===== src/rtl/pipe_pkg.sv =====
// Shared definitions for pipeline-boundary selector registers.
// Provides the select-width helper and common reset/NOP constants.
package pipe_pkg;

  localparam int          WORD_W       = 32;
  localparam logic [31:0] PC_RESET_VAL = 32'h0000_0000;
  localparam logic [31:0] NOP_INSTR    = 32'h0000_0000;

  // Width needed to index n inputs, never less than one bit.
  function automatic int sel_width(input int n);
    if (n <= 2) return 1;
    return $clog2(n);
  endfunction

endpackage


===== src/rtl/mux_nto1.sv =====
// Combinational N:1 selector with select range check.
// in_range is low when sel does not name an existing input; out is then zero.
module mux_nto1
  import pipe_pkg::*;
#(
  parameter int WIDTH  = WORD_W,
  parameter int NUM_IN = 2,
  localparam int SEL_W = sel_width(NUM_IN)
) (
  input  logic [NUM_IN*WIDTH-1:0] in_data,
  input  logic [SEL_W-1:0]        sel,
  output logic [WIDTH-1:0]        out,
  output logic                    in_range
);

  // Compare sel against every legal index so an out-of-range value never slices past in_data.
  always_comb begin
    out      = '0;
    in_range = 1'b0;
    for (int k = 0; k < NUM_IN; k++) begin
      if (sel == SEL_W'(k)) begin
        out      = in_data[k*WIDTH +: WIDTH];
        in_range = 1'b1;
      end
    end
  end

endmodule


===== src/rtl/pipe_sel_reg_mux.sv =====
// Registered N:1 selector for pipeline boundaries (PC source, operand forwarding).
// Per-edge priority: reset > flush > stall > load. One cycle latency, no
// combinational input-to-output path.
// Optional: define PIPE_SEL_ERR_CNT_EN to add a saturating 16-bit count of sel_err pulses.
module pipe_sel_reg_mux
  import pipe_pkg::*;
#(
  parameter int          WIDTH     = WORD_W,
  parameter int          NUM_IN    = 2,
  parameter logic [31:0] RESET_VAL = PC_RESET_VAL,
  localparam int         SEL_W     = sel_width(NUM_IN)
) (
  input  logic                    clk,
  input  logic                    reset,
  input  logic [NUM_IN*WIDTH-1:0] in_data,
  input  logic [SEL_W-1:0]        sel,
  input  logic                    in_valid,
  input  logic                    stall,
  input  logic                    flush,
  output logic [WIDTH-1:0]        out_data,
  output logic                    out_valid,
  output logic [SEL_W-1:0]        out_sel,
  output logic                    sel_err
`ifdef PIPE_SEL_ERR_CNT_EN
  ,
  output logic [15:0]             err_cnt
`endif
);

  localparam logic [WIDTH-1:0] RST_V = WIDTH'(RESET_VAL);

  logic [WIDTH-1:0] mux_out;
  logic             mux_in_range;

  logic [WIDTH-1:0] data_d, data_q;
  logic             valid_d, valid_q;
  logic [SEL_W-1:0] sel_d, sel_q;
  logic             err_d, err_q;

  mux_nto1 #(
    .WIDTH  (WIDTH),
    .NUM_IN (NUM_IN)
  ) u_mux (
    .in_data  (in_data),
    .sel      (sel),
    .out      (mux_out),
    .in_range (mux_in_range)
  );

  // Next-state for flush/stall/load; reset is applied in the register block.
  always_comb begin
    data_d  = data_q;
    valid_d = valid_q;
    sel_d   = sel_q;
    err_d   = 1'b0;
    if (flush) begin
      data_d  = RST_V;
      valid_d = 1'b0;
      sel_d   = '0;
    end else if (stall) begin
      // Hold data/valid/sel; in_valid is ignored so no error can be flagged.
    end else if (in_valid) begin
      sel_d = sel;
      if (mux_in_range) begin
        data_d  = mux_out;
        valid_d = 1'b1;
      end else begin
        data_d  = RST_V;
        valid_d = 1'b0;
        err_d   = 1'b1;
      end
    end else begin
      // Idle cycle: drop valid but keep data/sel to avoid needless toggling.
      valid_d = 1'b0;
    end
  end

  // Output registers with synchronous reset to the startup values.
  always_ff @(posedge clk) begin
    if (reset) begin
      data_q  <= RST_V;
      valid_q <= 1'b0;
      sel_q   <= '0;
      err_q   <= 1'b0;
    end else begin
      data_q  <= data_d;
      valid_q <= valid_d;
      sel_q   <= sel_d;
      err_q   <= err_d;
    end
  end

  assign out_data  = data_q;
  assign out_valid = valid_q;
  assign out_sel   = sel_q;
  assign sel_err   = err_q;

`ifdef PIPE_SEL_ERR_CNT_EN
  logic [15:0] cnt_q;

  // Saturating error count; survives flush, cleared only by reset.
  always_ff @(posedge clk) begin
    if (reset) begin
      cnt_q <= '0;
    end else if (err_d && (cnt_q != 16'hFFFF)) begin
      cnt_q <= cnt_q + 16'd1;
    end
  end

  assign err_cnt = cnt_q;
`endif

endmodule


===== config.mk =====
export PLATFORM = sky130hd
export DESIGN_NAME = pipe_sel_reg_mux
export DESIGN_NICKNAME = d
export VERILOG_FILES = /design/src/rtl/pipe_pkg.sv /design/src/rtl/mux_nto1.sv /design/src/rtl/pipe_sel_reg_mux.sv
export SDC_FILE = /design/constraint.sdc
export NUM_CORES = 1
export LEC_CHECK = 0
export ABC_AREA = 1
export CAP_MARGIN = 20
export CORE_UTILIZATION = 40
export CTS_CLUSTER_SIZE = 24
export DETAILED_ROUTE_END_ITERATION = 8
export GPL_TIMING_DRIVEN = 0
export HOLD_SLACK_MARGIN = 0.1
export PLACE_DENSITY = 0.79
export SLEW_MARGIN = 30
export SYNTH_ARGS = -nofsm -noshare
export SYNTH_HDL_FRONTEND = slang
export SYNTH_SLANG_ARGS = --single-unit
export TNS_END_PERCENT = 1

===== constraint.sdc =====
create_clock -name clk -period 1.3 [get_ports clk]
set_clock_uncertainty 0.05 [all_clocks]
set_input_delay 0.39 -clock clk [delete_from_list [all_inputs] [get_ports clk]]
set_output_delay 0.39 -clock clk [all_outputs]
set_load 0.02 [all_outputs]

==> impl_metrics.csv, run 1 <==
group,metric,value,unit
run_status,status,"completed",
final_layout,num_antenna_cells,0,
grt,grt_max_degree,11,
synth,synth_top_area_share,33.9,%
place,dp_hpwl,4.04,mm
synth,ys_top_cells_by_area,"dfxtp_1 (34%), nand2_1 (30%), inv_1 (12%)",
synth,ys_ff_latch,34,
power_and_ir_drop,p_leak,1.77,nW
critical_path,criticalPathCategory,"in -> reg",
grt,met2_usage,39.8,%
critical_path,worstSetupStartpointType,"primary input",
critical_path,worstReg2RegStart,"out_data[21]$_SDFFE_PP0P_",
grt,grt_pass1_wl,9.11,mm
grt,grt_pass1_vias,2122,
grt,grt-busiest-layer,"met2",
power_and_ir_drop,p_per_area,797,mW/mm2
grt,use_met1,25.2,%
critical_path,cp_top_family,"buffers and inverters",
clocking,numCtsBuffers,5,
final_layout,final_common_cell,"nand2_1",
clocking,root_buffer,"clkbuf_8",
worst_hold_path,hp-class,"in -> reg",
route,first_iter_violations,100,
sta,finalSetupViolCount,0,
route,post_drt_wl_per_cell,10.2,um
place,port_buffers,102,
critical_path,cpMaxStageDelayCell,"clkdlybuf4s50_1",
grt,antenna_found_initial,0,
sta,post-route-min-period,1.26,ns
final_layout,postLayoutCoreUtil,64.8,%
final_layout,syn2layout_area_growth,54.5,%
clocking,cts.hold.buffers_added,0,
route,wl,5.45,mm
synth,synth_cell_types,14,
critical_path,path_buf_inv,2,
critical_path,required,1.48,ns
critical_path,cp_cell_sequence,"clkdlybuf4s50_1 > nor2_4 > buf_4 > nand2_1 > nor2_2",
critical_path,rrSetupSlack,0.58,ns
route,drt_pre_antenna_iters,4,
clocking,clk_pin_slew_worst_paths,0.06,ns
clocking,h-tree-depth,2,
place,gp_congestion,0.826,
worst_hold_path,hold_start,"sel",
critical_path,end_kind,"flop",
synth,netlist_area,0.00201,mm2
critical_path,reg2reg_to,"out_data[21]$_SDFFE_PP0P_",
floorplanning,die_area,0.00530,mm2
floorplanning,rows,25,
route,dr_total_vias,2231,
sta,rsz0062_at_grt,"true",
grt,use_met3,6.91,%
floorplanning,die_width,72.8,um
worst_hold_path,min_to,"out_data[27]$_SDFFE_PP0P_",
clocking,clockBufferDepth,2,
grt,grt_overflow_total,0,
job,maxCapViolations,0,
route,drc,0,
synth,synth_cells,351,
floorplanning,start_util,41.9,%
synth,synth_seq_area_share,33.9,%
sta,fmax,0.796,GHz
power_and_ir_drop,finalPower,2.47,mW
final_layout,final_cell_mix,"nand2_1 (161), inv_1 (66), clkdlybuf4s50_1 (66)",
critical_path,cp_slowest_stage_delay,0.44,ns
clocking,clk_latency,0.28,ns
sta,finalHoldViolCount,0,
synth,yosysTopAreaCell,"dfxtp_1",
synth,avgSynthCellArea,5.71,um2
clocking,tritoncts,"yes",
worst_hold_path,hold_depth,5,
critical_path,worstRegToRegCells,4,
final_layout,layout-drive-gt1-share,16.5,%
route,ant_nets,0,
power_and_ir_drop,vdd_ir_drop_max,0.502,mV
sta,slew_violations,0,
synth,synth_nets,421,
sta,period_share,96.6,%
critical_path,worstPathMaxFanout,10,
final_layout,fin_nets,537,
floorplanning,pin_count,105,
clocking,cts.sinks,34,
floorplanning,die_h,72.8,um
route,viasPerCell,4.18,
grt,grtUsageTotal,22.7,%
floorplanning,core,0.00479,mm2
synth,yosys_warnings,0,
critical_path,arrival,1.43,ns
-- power breakdown --
group	internal, mW	total [mW]	switching [mW]
combinational	0.344	0.642	0.298
clock	0.369	0.734	0.365
sequential	1.08	1.09	0.0165
-- final cells by class --
cell class,instances,area (um2)
Fill cell,480,1690
Multi-Input combinational cell,233,928
Timing Repair Buffer,109,915
Sequential cell,34,681
Inverter,67,251
Buffer,17,164
Tap cell,67,83.8
Clock buffer,7,76.3
-- what timing repair did --
action                     CTS  global route
gates resized for setup    144             5
pin swaps                    2             1
gates cloned                 3             0
buffers inserted             2             2
setup endpoints to repair   63            28
hold endpoints to repair     0             0
-- stage by stage --
stage	instance area (um2)	hold WS, ns	setup TNS [ns]	instances	setup slack [ns]
finish	3100	0.390	0	534	0.0439
detailed placement	3110	0.422	-14.18	520	-0.410
floorplan	2010	0.481	0	351	0.252
global placement	3110	0.400	-13.38	520	-0.389
CTS	3080	0.395	-0.0169	532	-0.0113
global route	3100	0.393	-0.330	534	-0.0406
-- cells by family after synthesis --
logic type,share of synthesized area (%)
AND/OR/NAND/NOR,44.9
buffers and inverters,20.1
flip-flops,33.9
AO/OA/AOI/OAI,0.811
other,0.187
-- synthesized netlist by cell type --
cell / instances
inv_1: 66
o21ai_2: 1
nor2_2: 8
buf_2: 5
inv_2: 1
buf_4: 2
conb_1: 1
nand2_1: 161
nor2_1: 58
buf_6: 10
dfxtp_1: 34
nand2_2: 1
nor2_4: 2
a21boi_0: 1
-- worst min-delay path: cells and delay by family --
kind / cells / cell delay (ns)
buf+inv: 2 / 0.14
simple gates: 3 / 0.15
-- registers in the layout (all words and copies together) (netlist names) --
register   count
out_data      32
out_sel        1
out_valid      1
-- routing by layer --
| metal | vias up | wire, um |
|---|---|---|
| li1 | 1205 | - |
| met1 | 952 | 2320 |
| met2 | 66 | 2700 |
| met3 | 8 | 338 |
| met4 | 0 | 99 |
| met5 | - | 0 |
-- how the worst max path moves through the flow --
stage	from	depth (start not counted)	endpoint	slack [ns]
5_1_grt	reset	5	out_data[15]$_SDFFE_PP0P_	-0.04
3_3_place_gp	in_valid	7	out_data[2]$_SDFFE_PP0P_	-0.39
2_1_floorplan	in_valid	6	out_data[13]$_SDFFE_PP0P_	0.25
3_5_place_dp	in_valid	7	out_data[18]$_SDFFE_PP0P_	-0.41
4_1_cts	out_data[16]$_SDFFE_PP0P_	1	out_data[16]	-0.01
6_report	reset	5	out_data[8]$_SDFFE_PP0P_	0.04
(Power assumes the default switching activity.)
==> run 2, diff against run 1 <==
--- a/config.mk
+++ b/config.mk
@@ -6,7 +6,7 @@
 export NUM_CORES = 1
 export LEC_CHECK = 0
 export ABC_AREA = 1
-export CAP_MARGIN = 20
+export CAP_MARGIN = 0
 export CORE_UTILIZATION = 40
 export CTS_CLUSTER_SIZE = 24
 export DETAILED_ROUTE_END_ITERATION = 8
==> results of run 2 <==
Final layout, timing and power as in run 1 (identical DEF).
==> run 3, diff against run 2 <==
--- a/config.mk
+++ b/config.mk
@@ -13,7 +13,7 @@
 export GPL_TIMING_DRIVEN = 0
 export HOLD_SLACK_MARGIN = 0.1
 export PLACE_DENSITY = 0.79
-export SLEW_MARGIN = 30
+export SLEW_MARGIN = 20
 export SYNTH_ARGS = -nofsm -noshare
 export SYNTH_HDL_FRONTEND = slang
 export SYNTH_SLANG_ARGS = --single-unit
==> results of run 3 <==
Final layout, timing and power as in run 1 (identical DEF).
